==> src/rtl/edgetracing_accel_addr_gen.sv <==
// Byte-address generator around an external row*stride multiplier: addr = base + row*stride + col (EDGETRACING_ADDR_OVF_EN adds sticky overflow).
// Latency: MUL_LAT+1 cycles from request accept to out_valid.
// Backpressure: in_ready is a credit check over in-flight plus buffered entries; the multiplier never stalls.
module edgetracing_accel_addr_gen #(
    parameter int MUL_LAT    = 4,
    parameter int FIFO_DEPTH = 8,
    parameter int ADDR_W     = 32,
    parameter int COL_W      = 16
) (
    input  logic              ap_clk,
    input  logic              ap_rst_n,
    input  logic              in_valid,
    output logic              in_ready,
    input  logic [22:0]       in_row,
    input  logic [5:0]        in_stride,
    input  logic [COL_W-1:0]  in_col,
    input  logic [ADDR_W-1:0] in_base,
    input  logic              in_last,
    output logic              mul_ce,
    output logic [22:0]       mul_din0,
    output logic [5:0]        mul_din1,
    input  logic [28:0]       mul_dout,
    output logic              out_valid,
    input  logic              out_ready,
    output logic [ADDR_W-1:0] out_addr,
    output logic              out_last,
    output logic              ovf_flag
);

    localparam int PTR_W  = $clog2(FIFO_DEPTH);
    localparam int CNT_W  = $clog2(FIFO_DEPTH + 1);
    localparam int CRED_W = CNT_W + 1;

    typedef struct packed {
        logic [COL_W-1:0]  col;
        logic [ADDR_W-1:0] base;
        logic              last;
    } tag_t;

    logic [MUL_LAT-1:0] tag_vld;
    tag_t               tag_q [MUL_LAT];
    tag_t               tag_out;

    logic [ADDR_W:0]    fifo_mem [FIFO_DEPTH];
    logic [PTR_W-1:0]   wr_ptr;
    logic [PTR_W-1:0]   rd_ptr;
    logic [CNT_W-1:0]   fifo_count;
    logic [CNT_W-1:0]   inflight;
    logic [CRED_W-1:0]  credits_used;
    logic [ADDR_W-1:0]  addr_sum;

    logic issue;
    logic retire;
    logic pop;

    assign mul_ce   = ap_rst_n;
    assign mul_din0 = in_row;
    assign mul_din1 = in_stride;

    // Credits come from registered state only, so a pop frees its slot one cycle later.
    assign credits_used = CRED_W'(inflight) + CRED_W'(fifo_count);
    assign in_ready     = ap_rst_n && (credits_used < CRED_W'(FIFO_DEPTH));
    assign out_valid    = ap_rst_n && (fifo_count != '0);

    assign issue   = in_valid && in_ready;
    assign tag_out = tag_q[MUL_LAT-1];
    assign retire  = tag_vld[MUL_LAT-1];
    assign pop     = out_valid && out_ready;

    always_ff @(posedge ap_clk) begin
        if (!ap_rst_n) begin
            tag_vld <= '0;
        end else begin
            tag_vld[0] <= issue;
            for (int i = 1; i < MUL_LAT; i++) tag_vld[i] <= tag_vld[i-1];
        end
    end

    always_ff @(posedge ap_clk) begin
        tag_q[0] <= {in_col, in_base, in_last};
        for (int i = 1; i < MUL_LAT; i++) tag_q[i] <= tag_q[i-1];
    end

`ifdef EDGETRACING_ADDR_OVF_EN
    localparam int SUM_W = ADDR_W + 1;
    logic [ADDR_W:0] sum_full;
    logic            ovf_q;

    assign sum_full = {1'b0, tag_out.base} + SUM_W'(mul_dout) + SUM_W'(tag_out.col);
    assign addr_sum = sum_full[ADDR_W-1:0];
    assign ovf_flag = ovf_q;

    always_ff @(posedge ap_clk) begin
        if (!ap_rst_n) begin
            ovf_q <= 1'b0;
        end else if (retire && sum_full[ADDR_W]) begin
            ovf_q <= 1'b1;
        end
    end
`else
    assign addr_sum = tag_out.base + ADDR_W'(mul_dout) + ADDR_W'(tag_out.col);
    assign ovf_flag = 1'b0;
`endif

    always_ff @(posedge ap_clk) begin
        if (retire) fifo_mem[wr_ptr] <= {addr_sum, tag_out.last};
    end

    assign out_addr = fifo_mem[rd_ptr][ADDR_W:1];
    assign out_last = fifo_mem[rd_ptr][0];

    always_ff @(posedge ap_clk) begin
        if (!ap_rst_n) begin
            wr_ptr     <= '0;
            rd_ptr     <= '0;
            fifo_count <= '0;
            inflight   <= '0;
        end else begin
            if (retire) wr_ptr <= wr_ptr + PTR_W'(1);
            if (pop)    rd_ptr <= rd_ptr + PTR_W'(1);
            if (retire && !pop)      fifo_count <= fifo_count + CNT_W'(1);
            else if (pop && !retire) fifo_count <= fifo_count - CNT_W'(1);
            if (issue && !retire)      inflight <= inflight + CNT_W'(1);
            else if (retire && !issue) inflight <= inflight - CNT_W'(1);
        end
    end

endmodule
==> config.mk <==
export PLATFORM = sky130hd
export DESIGN_NAME = edgetracing_accel_addr_gen
export DESIGN_NICKNAME = d
export VERILOG_FILES = /design/src/rtl/edgetracing_accel_addr_gen.sv
export SDC_FILE = /design/constraint.sdc
export NUM_CORES = 1
export LEC_CHECK = 0
export CAP_MARGIN = 20
export CORE_MARGIN = 4
export CORE_UTILIZATION = 56
export DETAILED_ROUTE_END_ITERATION = 12
export PLACE_DENSITY = 0.88
export REMOVE_ABC_BUFFERS = 1
export SYNTH_ARGS = -nofsm -noshare
export SYNTH_HDL_FRONTEND = slang
export SYNTH_SLANG_ARGS = --single-unit
export TNS_END_PERCENT = 30
==> constraint.sdc <==
create_clock -name ap_clk -period 4.49 [get_ports ap_clk]
set_clock_uncertainty 0.15 [all_clocks]
set_input_delay 1.1225 -clock ap_clk [delete_from_list [all_inputs] [get_ports ap_clk]]
set_output_delay 1.1225 -clock ap_clk [all_outputs]
set_load 0.01 [all_outputs]
==> metrics.md, run 1 <==
| Metric | Value |
|---|---|
| Global-route wire length before repair | `54.43 mm` |
| Count leader, synth | `edfxtp_1` |
| Multi-input logic area | `4657 um^2` |
| Worst VDD drop | `0.4022 mV` |
| TritonCTS Buffers | `45` |
| Die Y | `183.8 um` |
| Min Tclk post-route | `4.321 ns` |
| Detailed-route DRC error count | `0` |
| TritonCTS Sinks | `481` |
| Nets | `1,354` |
| Core area | `30,510 um^2` |
| Clock group share of total power | `36.5%` |
| All-Layer GR Usage | `20.94%` |
| Total Die Area | `33,780 um^2` |
| Critical path startpoint category | `input port` |
| Hold Crit Class | `reg2reg` |
| Vias in the first global route | `9,379` |
| Clock-pin transition on the worst setup and hold timing paths | `0.06 ns` |
| Crit end category | `flip-flop` |
| Final Max Slew Viols | `0` |
| Top post-synthesis cells by count | `edfxtp_1 (264), dfxtp_1 (217), mux4_2 (66)` |
| Internal power | `0.007935 W` |
| Fillcell total | `1,822` |
| HPWL after DPL | `21.30 mm` |
| Setup CP Type | `in2reg` |
| Initial antenna violation count | `0` |
| Area growth, synth to finish | `19.59%` |
| Syn avg cell area | `17.24 um^2` |
| Vias per cell | `5.700` |
| Synthesized instance count | `1,004` |
| Dpl cells | `1,520` |
| Yosys cell types | `58` |
| Insertion delay to the later sink of the worst-skew pair | `0.54 ns` |
| Diodes inserted | `0` |
| Number of flops mapped to enable cells by yosys | `264` |
| Leading area contributor after synthesis | `edfxtp_1` |
| Fmax | `231.4 MHz` |
| Switching Share | `23.92%` |
| Fraction of layout cells with a size suffix above 1 | `21.23%` |
| Top FF cell, synth | `edfxtp_1` |
| Largest net degree at the start of global routing | `67` |
| CTS max path bufs | `3` |
| Top cell type's share of synthesized area | `45.81%` |
| DRT iter0 DRCs | `876` |
| Starting Density | `56.72%` |
| FF/Latch Area | `12,280 um^2` |
| Num rows | `64` |
| Max Fanout on Critical Path | `8` |
| GP Congestion | `0.9180` |
| Routed wire length | `34.78 mm` |
| Period utilization | `96.24%` |
| Max_slew headroom | `28.30%` |
| Ports | `177` |
| Post-Syn Area | `17,310 um^2` |
| Max H-tree Level | `2` |
| Die span in x | `183.8 um` |
| Final TNS setup | `0 ns` |
| Register area share after synthesis | `70.91%` |
| Antenna viol nets, final | `0` |
| Seq pwr share | `48.8%` |
| Post-synthesis register bit count | `481` |
| Final hold vios | `0` |
| First-pass iteration count of the detailed router | `5` |
| Unrepaired setup endpoints after global routing | `no` |
| Total congestion overflow | `0` |
| Yosys warnings | `0` |
| WP data required | `4.59 ns` |
| Drt wl/cell | `21.71 um` |
| WHS | `0.1668 ns` |
| Layout Cells excl Fill | `1,602` |
| Clock Root Buffer | `clkbuf_16` |
| Finish-stage setup viols | `0` |
| Cell leakage power | `7.505 nW` |
| Logic gate share of total power | `14.8%` |
| Post-CTS Setup Repair Bufs | `0` |
| Psw | `0.002495 W` |
| Status | `finished clean` |
| Max_cap viols | `0` |
| CP arrival | `4.43 ns` |
| Via count | `9,131` |
| Worst-Margin Slew | `1.074 ns` |
| Largest cells by area after synthesis | `edfxtp_1 (46%), dfxtp_1 (25%), mux4_2 (8.6%)` |
| Post-synthesis async set-or-reset flop share | `0%` |
| Buffers on Ports | `117` |
| Clock tree from TritonCTS | `done` |
| Cell Pwr Density | `504.0 nW/um^2` |
registers in the layout, indices dropped and copies added, names as in the netlist, named ones only:
| name | cells |
|---|---|
| tag_vld | 4 |
| fifo_mem | 264 |
| fifo_count | 4 |
| tag_q | 196 |
| inflight | 4 |
| wr_ptr | 3 |
| rd_ptr | 3 |
power by group through the flow:
| stage | Sequential, W | Clock, W | Combinational, W |
|---|---|---|---|
| final | 0.00509 | 0.00380 | 0.00154 |
| after global routing | 0.00510 | 0.00405 | 0.00169 |
| after CTS | 0.00509 | 0.00385 | 0.00154 |
| after detailed placement | 0.00518 | 0 | 0.00151 |
| after global placement | 0.00517 | 0 | 0.00144 |
| after floorplan | 0.00520 | 0 | 0.000861 |
critical path, stage by stage:
cell and delay [ns]:
clkdlybuf4s50_1 0.44, fa_1 0.50, ha_1 0.25, fa_1 0.45, a21o_1 0.23, a221o_1 0.36
a21oi_1 0.24, o21ai_2 0.14, buf_12 0.16, a21oi_1 0.20, xnor2_1 0.33
cell usage in the layout (no fill, tap or decap), types with 16 or more instances in the layout:
cell type        synthesis  final
and2_1                  17     17
ha_1                    53     53
edfxtp_1               264    264
xnor2_1                 27     26
mux4_2                  66     66
clkbuf_16                0     48
o21ai_0                 19     19
nand2_1                 34     34
clkdlybuf4s50_1          0    117
a21oi_1                 37     37
nor2_1                  22     16
mux2_2                  35     35
dfxtp_1                217    215
buf_4                   31     62
fa_1                    19     19
layer usage:
layer | wire, um | GRT usage [%] | share of wire (%)
met1 | 13880 | 28.19 | 40
met2 | 17020 | 34.40 | 49
met3 | 2958 | 5.026 | 8.5
met4 | 918 | 6.418 | 2.6
met5 | 0 | 0 | 0
path summary, 6_finish.rpt:
path           startpoint               to  slack, ns  depth (start not counted)
max           mul_dout[1]  fifo_mem[4][24]       0.17                         11
min          tag_q[0][39]     tag_q[1][39]       0.17                          0
max reg2reg   tag_q[3][2]  fifo_mem[4][24]       0.91                         10
min reg2reg  tag_q[0][39]     tag_q[1][39]       0.17                          0
stage by stage:
step           util (%)  worst slack (ns)  instance area (um^2)  power [W]
6_report          67.83            0.1686                 20690    0.01043
5_1_grt           67.83          0.003135                 20690    0.01084
4_1_cts           67.77            0.1120                 20670    0.01048
3_5_place_dp      62.81           -0.3471                 19160   0.006689
3_3_place_gp      62.81           -0.2457                 19160   0.006616
2_1_floorplan         -           -0.5321                 16940   0.006062
area by class of cell:
| type | instances | area share, % |
|---|---|---|
| sequential | 481 | 59.32 |
| tap | 396 | 2.394 |
| clock inverter | 20 | 0.9613 |
| clock buffer | 62 | 6.348 |
| multi-input combinational | 446 | 22.50 |
| timing repair buffer | 182 | 8.198 |
| inverter | 15 | 0.2721 |
what timing repair did:
action | in CTS | in global routing
hold buffers | 0 | 0
setup endpoints to repair | 0 | 21
gates resized for setup | 0 | 3
kinds of logic (layout without fill, tap and decap cells):
logic type / Yosys count / in the layout / synth area share, %
compound gates: 110 / 110 / 4.194
xor+xnor: 34 / 34 / 1.721
fa+ha+maj: 72 / 72 / 6.030
buf+inv: 77 / 279 / 2.436
flops: 481 / 481 / 70.91
mux: 104 / 104 / 11.04
other cells: 1 / 1 / 0.02167
simple gates: 125 / 125 / 3.644
No activity file was read; power rests on OpenSTA's default activity.
==> inputs of run 2 (changes only) <==
Settings changed: CORE_UTILIZATION 56 to 51, PLACE_DENSITY 0.88 to 0.85, SLEW_MARGIN from default to 10.
Clock period 4.49 ns to 3.6 ns, I/O delays scaled along.
==> run 2 against run 1 <==
Effect of this change: highest routed layer is now met5; sequential power grew 24%; power grew 27%; critical path type is now reg2out; global-route usage shrank 1.2 points; largest cell class unchanged; routed wire length grew 6.6%; sequential cell count is the same; critical path depth shrank 7; via count grew 3.2%; final cell count grew 8.9%; sequential share of layout area shrank 3.0 points; setup slack lost 0.14 ns.
==> metrics.md, run 2 (synthesized netlist as in run 1, its figures left out) <==
| Metric | Value |
|---|---|
| Final Power | `0.01323 W` |
| Total congestion overflow | `0` |
| WP data required | `2.55 ns` |
| Area growth, synth to finish | `26.08%` |
| Max_slew headroom | `37.15%` |
| WHS | `0.1677 ns` |
| Worst VDD drop | `0.4317 mV` |
| Cell leakage power | `8.076 nW` |
| Setup CP Type | `reg2out` |
| Vias in the first global route | `9,650` |
| Finished Core Util | `65.07%` |
| Max H-tree Level | `2` |
| TritonCTS Buffers | `45` |
| Ports | `177` |
| Clock Root Buffer | `clkbuf_16` |
| Antenna viol nets, final | `0` |
| All-Layer GR Usage | `19.69%` |
| R2r startpoint | `tag_q[3][34]` |
| Crit end category | `output port` |
| Hold Path End | `tag_q[2][32]` |
| Num rows | `67` |
| Final TNS setup | `0 ns` |
| Period utilization | `99.27%` |
| First-pass iteration count of the detailed router | `5` |
| Commonest non-fill, non-tap cell in the layout | `edfxtp_1` |
| Fin area | `21,820 um^2` |
| Diodes inserted | `0` |
| Global-route wire length before repair | `55.50 mm` |
| Max stage delay on crit path | `0.52 ns` |
| Worst reg2reg endpoint | `fifo_mem[0][26]` |
| CTS max path bufs | `3` |
| Die Y | `192.2 um` |
| Fmax | `279.8 MHz` |
| Buffers on Ports | `117` |
| Clock-pin transition on the worst setup and hold timing paths | `0.06 ns` |
| DRT iter0 DRCs | `779` |
| HPWL after DPL | `22.27 mm` |
| Finish-stage setup viols | `0` |
| Largest net degree at the start of global routing | `34` |
| Hold Crit Class | `reg2reg` |
| Final Max Slew Viols | `0` |
| Max_cap viols | `0` |
| Max Fanout on Critical Path | `7` |
| Nets | `1,444` |
| Final hold vios | `0` |
| Total Die Area | `36,940 um^2` |
| Detailed-route DRC error count | `0` |
| GP Congestion | `0.8855` |
| CP arrival | `2.52 ns` |
| Min Tclk post-route | `3.574 ns` |
| Starting Density | `51.61%` |
| Fraction of layout cells with a size suffix above 1 | `29.07%` |
| R2R Setup Slk | `0.34 ns` |
| Commonest non-fill, non-tap cells in the layout | `edfxtp_1 (264), dfxtp_1 (215), buf_4 (143)` |
| Insertion delay to the later sink of the worst-skew pair | `0.56 ns` |
| Crit path cell chain | `buf_4, mux4_2, mux2_2, clkdlybuf4s50_1` |
| Max FFs per register | `264` |
| Core area | `33,530 um^2` |
| Drt wl/cell | `21.26 um` |
| Die span in x | `192.2 um` |
| DP Area | `19,850 um^2` |
| Unrepaired setup endpoints after global routing | `yes` |
| TritonCTS Sinks | `481` |
| R2R cell count | `9` |
| Vias per cell | `5.399` |
| Worst hold stages | `0` |
| CP max stage cell | `mux4_2` |
| Clock tree from TritonCTS | `done` |
| Largest regs | `fifo_mem (264), tag_q (196)` |
| Largest reg by FF count | `fifo_mem` |
| Cell Pwr Density | `606.5 nW/um^2` |
| Worst-Margin Slew | `0.9418 ns` |
| Hold buffer count at CTS | `0` |
| Critical path startpoint category | `flip-flop` |
| Status | `finished clean` |
| Worst hold start | `tag_q[1][32]` |
| Routed wire length | `37.09 mm` |
| Initial antenna violation count | `1` |
| Via count | `9,422` |
==> run 2: changes by cell type in the layout (fill, tap and decap cells not counted), moves of 5 or more <==
cell,delta
buf_4,+81
clkdlybuf4s50_1,-28
dlygate4sd2_1,+22
xnor2_1,-8
a21oi_1,-7
clkbuf_1,+7
ha_1,-6
a21oi_2,+5
buf_12,+5
clkinv_1,+5
ha_4,+5
==> run 2: worst max-delay path by stage <==
stage | startpoint | end | slack, ns | cells after the start
after floorplan | flip-flop | out_addr[0] | -1.20 | 2
after global placement | mul_dout[1] | fifo_mem[0][28] | -0.93 | 10
after detailed placement | mul_dout[1] | fifo_mem[2][28] | -1.07 | 10
after CTS | flip-flop | out_addr[2] | -0.17 | 4
after global routing | mul_dout[15] | fifo_mem[1][31] | -0.08 | 9
final | flip-flop | out_addr[11] | 0.03 | 4
==> run 2: power breakdown <==
group          internal (W)  total (W)  switching, W
clock network       0.00261    0.00457       0.00196
logic               0.00116    0.00233       0.00117
registers           0.00625    0.00633     0.0000798
total                0.0100     0.0132       0.00321
==> run 2: area by class of cell <==
class,instances,area (um^2)
sequential,481,12280
fill,2175,11710
multi-input combinational,446,5056
timing repair buffer,272,2425
clock buffer,64,1260
tap,448,560.5
clock inverter,19,181.4
inverter,15,56.30
==> run 2: per-stage QoR <==
stage | instances | setup WS (ns)
after global placement | 1647 | -0.9310
after floorplan | 942 | -1.200
after CTS | 1734 | -0.1743
after global routing | 1745 | -0.07817
after detailed placement | 1647 | -1.067
final | 1745 | 0.02611
==> run 2: critical path, delay by kind of cell, from the launching register on <==
kind	cells	cell delay, ns
multiplexers	2	0.85
buffers and inverters	2	0.68
flip-flops	1	0.43
==> run 2: metal layers <==
layer  share of wire [%]  GRT usage (%)  wire length, um  up-vias
li1                    -              -                -     4290
met1                  39          25.23            14530     4606
met2                  49          32.95            18330      451
met3                 8.5          4.853             3160       73
met4                 2.9          7.021             1060        2
met5               0.035              0               13        -
==> run 2: repair_timing <==
action | CTS | global route
gates resized for setup | 68 | 33
pin swaps | 17 | 14
buffers inserted | 4 | 11
endpoints found under the setup margin | 169 | 172
==> inputs of run 3 (changes only) <==
Settings changed: CORE_UTILIZATION 51 to 56, PLACE_DENSITY 0.85 to 0.88, SLEW_MARGIN 10 to 20.
Clock period 3.6 ns to 4.1 ns, I/O delays scaled along.
==> run 3 against run 2 <==
Effect of this change: power down 11%; sequential power shrank 12%; sequential share of layout area is 1.5 points higher; routed wire length shrank 1.3%; cell area down 2.6%; largest cell class unchanged; final cell count shrank 5.6%; setup slack improved by 0.031 ns; clock power is 4% lower; via count increased by 0.39%.
==> metrics.md, run 3 (synthesized netlist as in run 1, its figures left out) <==
| Metric | Value |
|---|---|
| All-Layer GR Usage | `21.39%` |
| Global-route wire length before repair | `55.57 mm` |
| WHS | `0.1709 ns` |
| Critical path startpoint category | `input port` |
| Insertion delay to the later sink of the worst-skew pair | `0.55 ns` |
| Fmax | `247.3 MHz` |
| Min Tclk post-route | `4.043 ns` |
| Finished Core Util | `69.66%` |
| Num rows | `64` |
| Area growth, synth to finish | `22.80%` |
| Total Die Area | `33,780 um^2` |
| Multi-input logic area | `4775 um^2` |
| HPWL after DPL | `21.92 mm` |
| Clock-pin transition on the worst setup and hold timing paths | `0.06 ns` |
| Max H-tree Level | `2` |
| Setup CP Type | `in2out` |
| Cell Pwr Density | `555.5 nW/um^2` |
| TritonCTS Sinks | `481` |
| Worst VDD drop | `0.3700 mV` |
| Final Power | `0.01180 W` |
| Vias per cell | `5.743` |
| Final hold vios | `0` |
| GP Congestion | `0.8417` |
| Fin area | `21,250 um^2` |
| Max_slew headroom | `32.09%` |
| Period utilization | `98.61%` |
| Largest regs | `fifo_mem (264), tag_q (196)` |
| DRT iter0 DRCs | `896` |
| Antenna viol nets, final | `0` |
| Starting Density | `56.72%` |
| Unrepaired setup endpoints after global routing | `yes` |
| Status | `finished clean` |
| Commonest non-fill, non-tap cell in the layout | `edfxtp_1` |
| Max Fanout on Critical Path | `3` |
| Crit end category | `output port` |
| Finish-stage setup viols | `0` |
| Post-CTS Setup Repair Bufs | `0` |
| Largest reg by FF count | `fifo_mem` |
| Final Max Slew Viols | `0` |
| TritonCTS Buffers | `47` |
| Commonest non-fill, non-tap cells in the layout | `edfxtp_1 (264), dfxtp_1 (215), clkdlybuf4s50_1 (117)` |
| DP Area | `19,480 um^2` |
| Drt wl/cell | `22.24 um` |
| Final TNS setup | `0 ns` |
| Core area | `30,510 um^2` |
| Nets | `1,396` |
| Max_cap viols | `0` |
| Die Y | `183.8 um` |
| WP data required | `2.92 ns` |
| Detailed-route DRC error count | `0` |
| Routed wire length | `36.63 mm` |
| Hold Crit Class | `reg2reg` |
| Largest net degree at the start of global routing | `67` |
| CP arrival | `2.87 ns` |
| Clock Root Buffer | `clkbuf_16` |
| Buffers on Ports | `117` |
| Ports | `177` |
| Cell leakage power | `7.818 nW` |
| Fillcell total | `1,828` |
| Clock tree from TritonCTS | `done` |
| Hold buffer count at CTS | `0` |
| Vias in the first global route | `9,733` |
| Total congestion overflow | `0` |
| Max FFs per register | `264` |
| Worst-Margin Slew | `1.018 ns` |
| Die span in x | `183.8 um` |
| Initial antenna violation count | `1` |
| CTS max path bufs | `3` |
| Fraction of layout cells with a size suffix above 1 | `25.92%` |
| FF/Latch Area | `12,280 um^2` |
| Via count | `9,459` |
| First-pass iteration count of the detailed router | `5` |
## run 3: changes by cell type in the layout (fill, tap and decap cells not counted), sizes merged
cell / previous run / this run
clkdlybuf4s15: 2 / 0
diode: 0 / 1
clkdlybuf4s50: 89 / 117
dlymetal6s2s: 3 / 0
dlygate4sd2: 22 / 0
inv: 19 / 22
clkinv: 11 / 15
clkinvlp: 2 / 1
clkbuf: 65 / 59
bufinv: 2 / 4
buf: 155 / 105
## run 3: critical path, stage by stage
cell and delay (ns):
clkdlybuf4s50_1 0.49, or4b_2 0.61, a21oi_2 0.18, clkdlybuf4s50_1 0.56
## run 3: cell type report
cell class,instances,area share [%]
multi-input combinational,446,22.47
antenna,1,0.01178
inverter,15,0.2649
clock buffer,59,6.294
tap,396,2.331
clock inverter,27,1.331
timing repair buffer,222,9.532
sequential,481,57.77
## run 3: per-layer routing
layer  up-vias  GRT usage (%)  routed length (um)
met2       470          36.70               18410
met3        90          4.927                2900
li1       4175              -                   -
met4         0          5.945                1058
met5         -              0                   0
met1      4724          27.77               14260
## run 3: report_power, final
group | switching [W] | total (W) | internal [W]
clock | 0.00181 | 0.00440 | 0.00259
sequential | 0.0000625 | 0.00555 | 0.00549
combinational | 0.000974 | 0.00185 | 0.000877
total | 0.00284 | 0.0118 | 0.00896
## run 3: what timing repair did
action | CTS | global route
setup endpoints to repair | 72 | 97
gates resized for setup | 9 | 12
cloned | 0 | 0
pin swaps | 0 | 2
## run 3: path summary, 6_finish.rpt
check | startpoint | endpoint | slack, ns | cells after the start
worst max-delay path | ap_rst_n | in_ready | 0.06 | 4
worst min-delay path | tag_q[2][32] | tag_q[3][32] | 0.17 | 0
worst max register to register | tag_q[3][2] | fifo_mem[0][26] | 0.71 | 9
worst min register to register | tag_q[2][32] | tag_q[3][32] | 0.17 | 0
## run 3: per-stage QoR
step                      worst slack [ns]  cells
after floorplan                    -0.8246    942
after global placement             -0.4970   1559
after detailed placement           -0.6285   1559
after CTS                         -0.07052   1645
after global routing              -0.01175   1647
final                              0.05703   1647
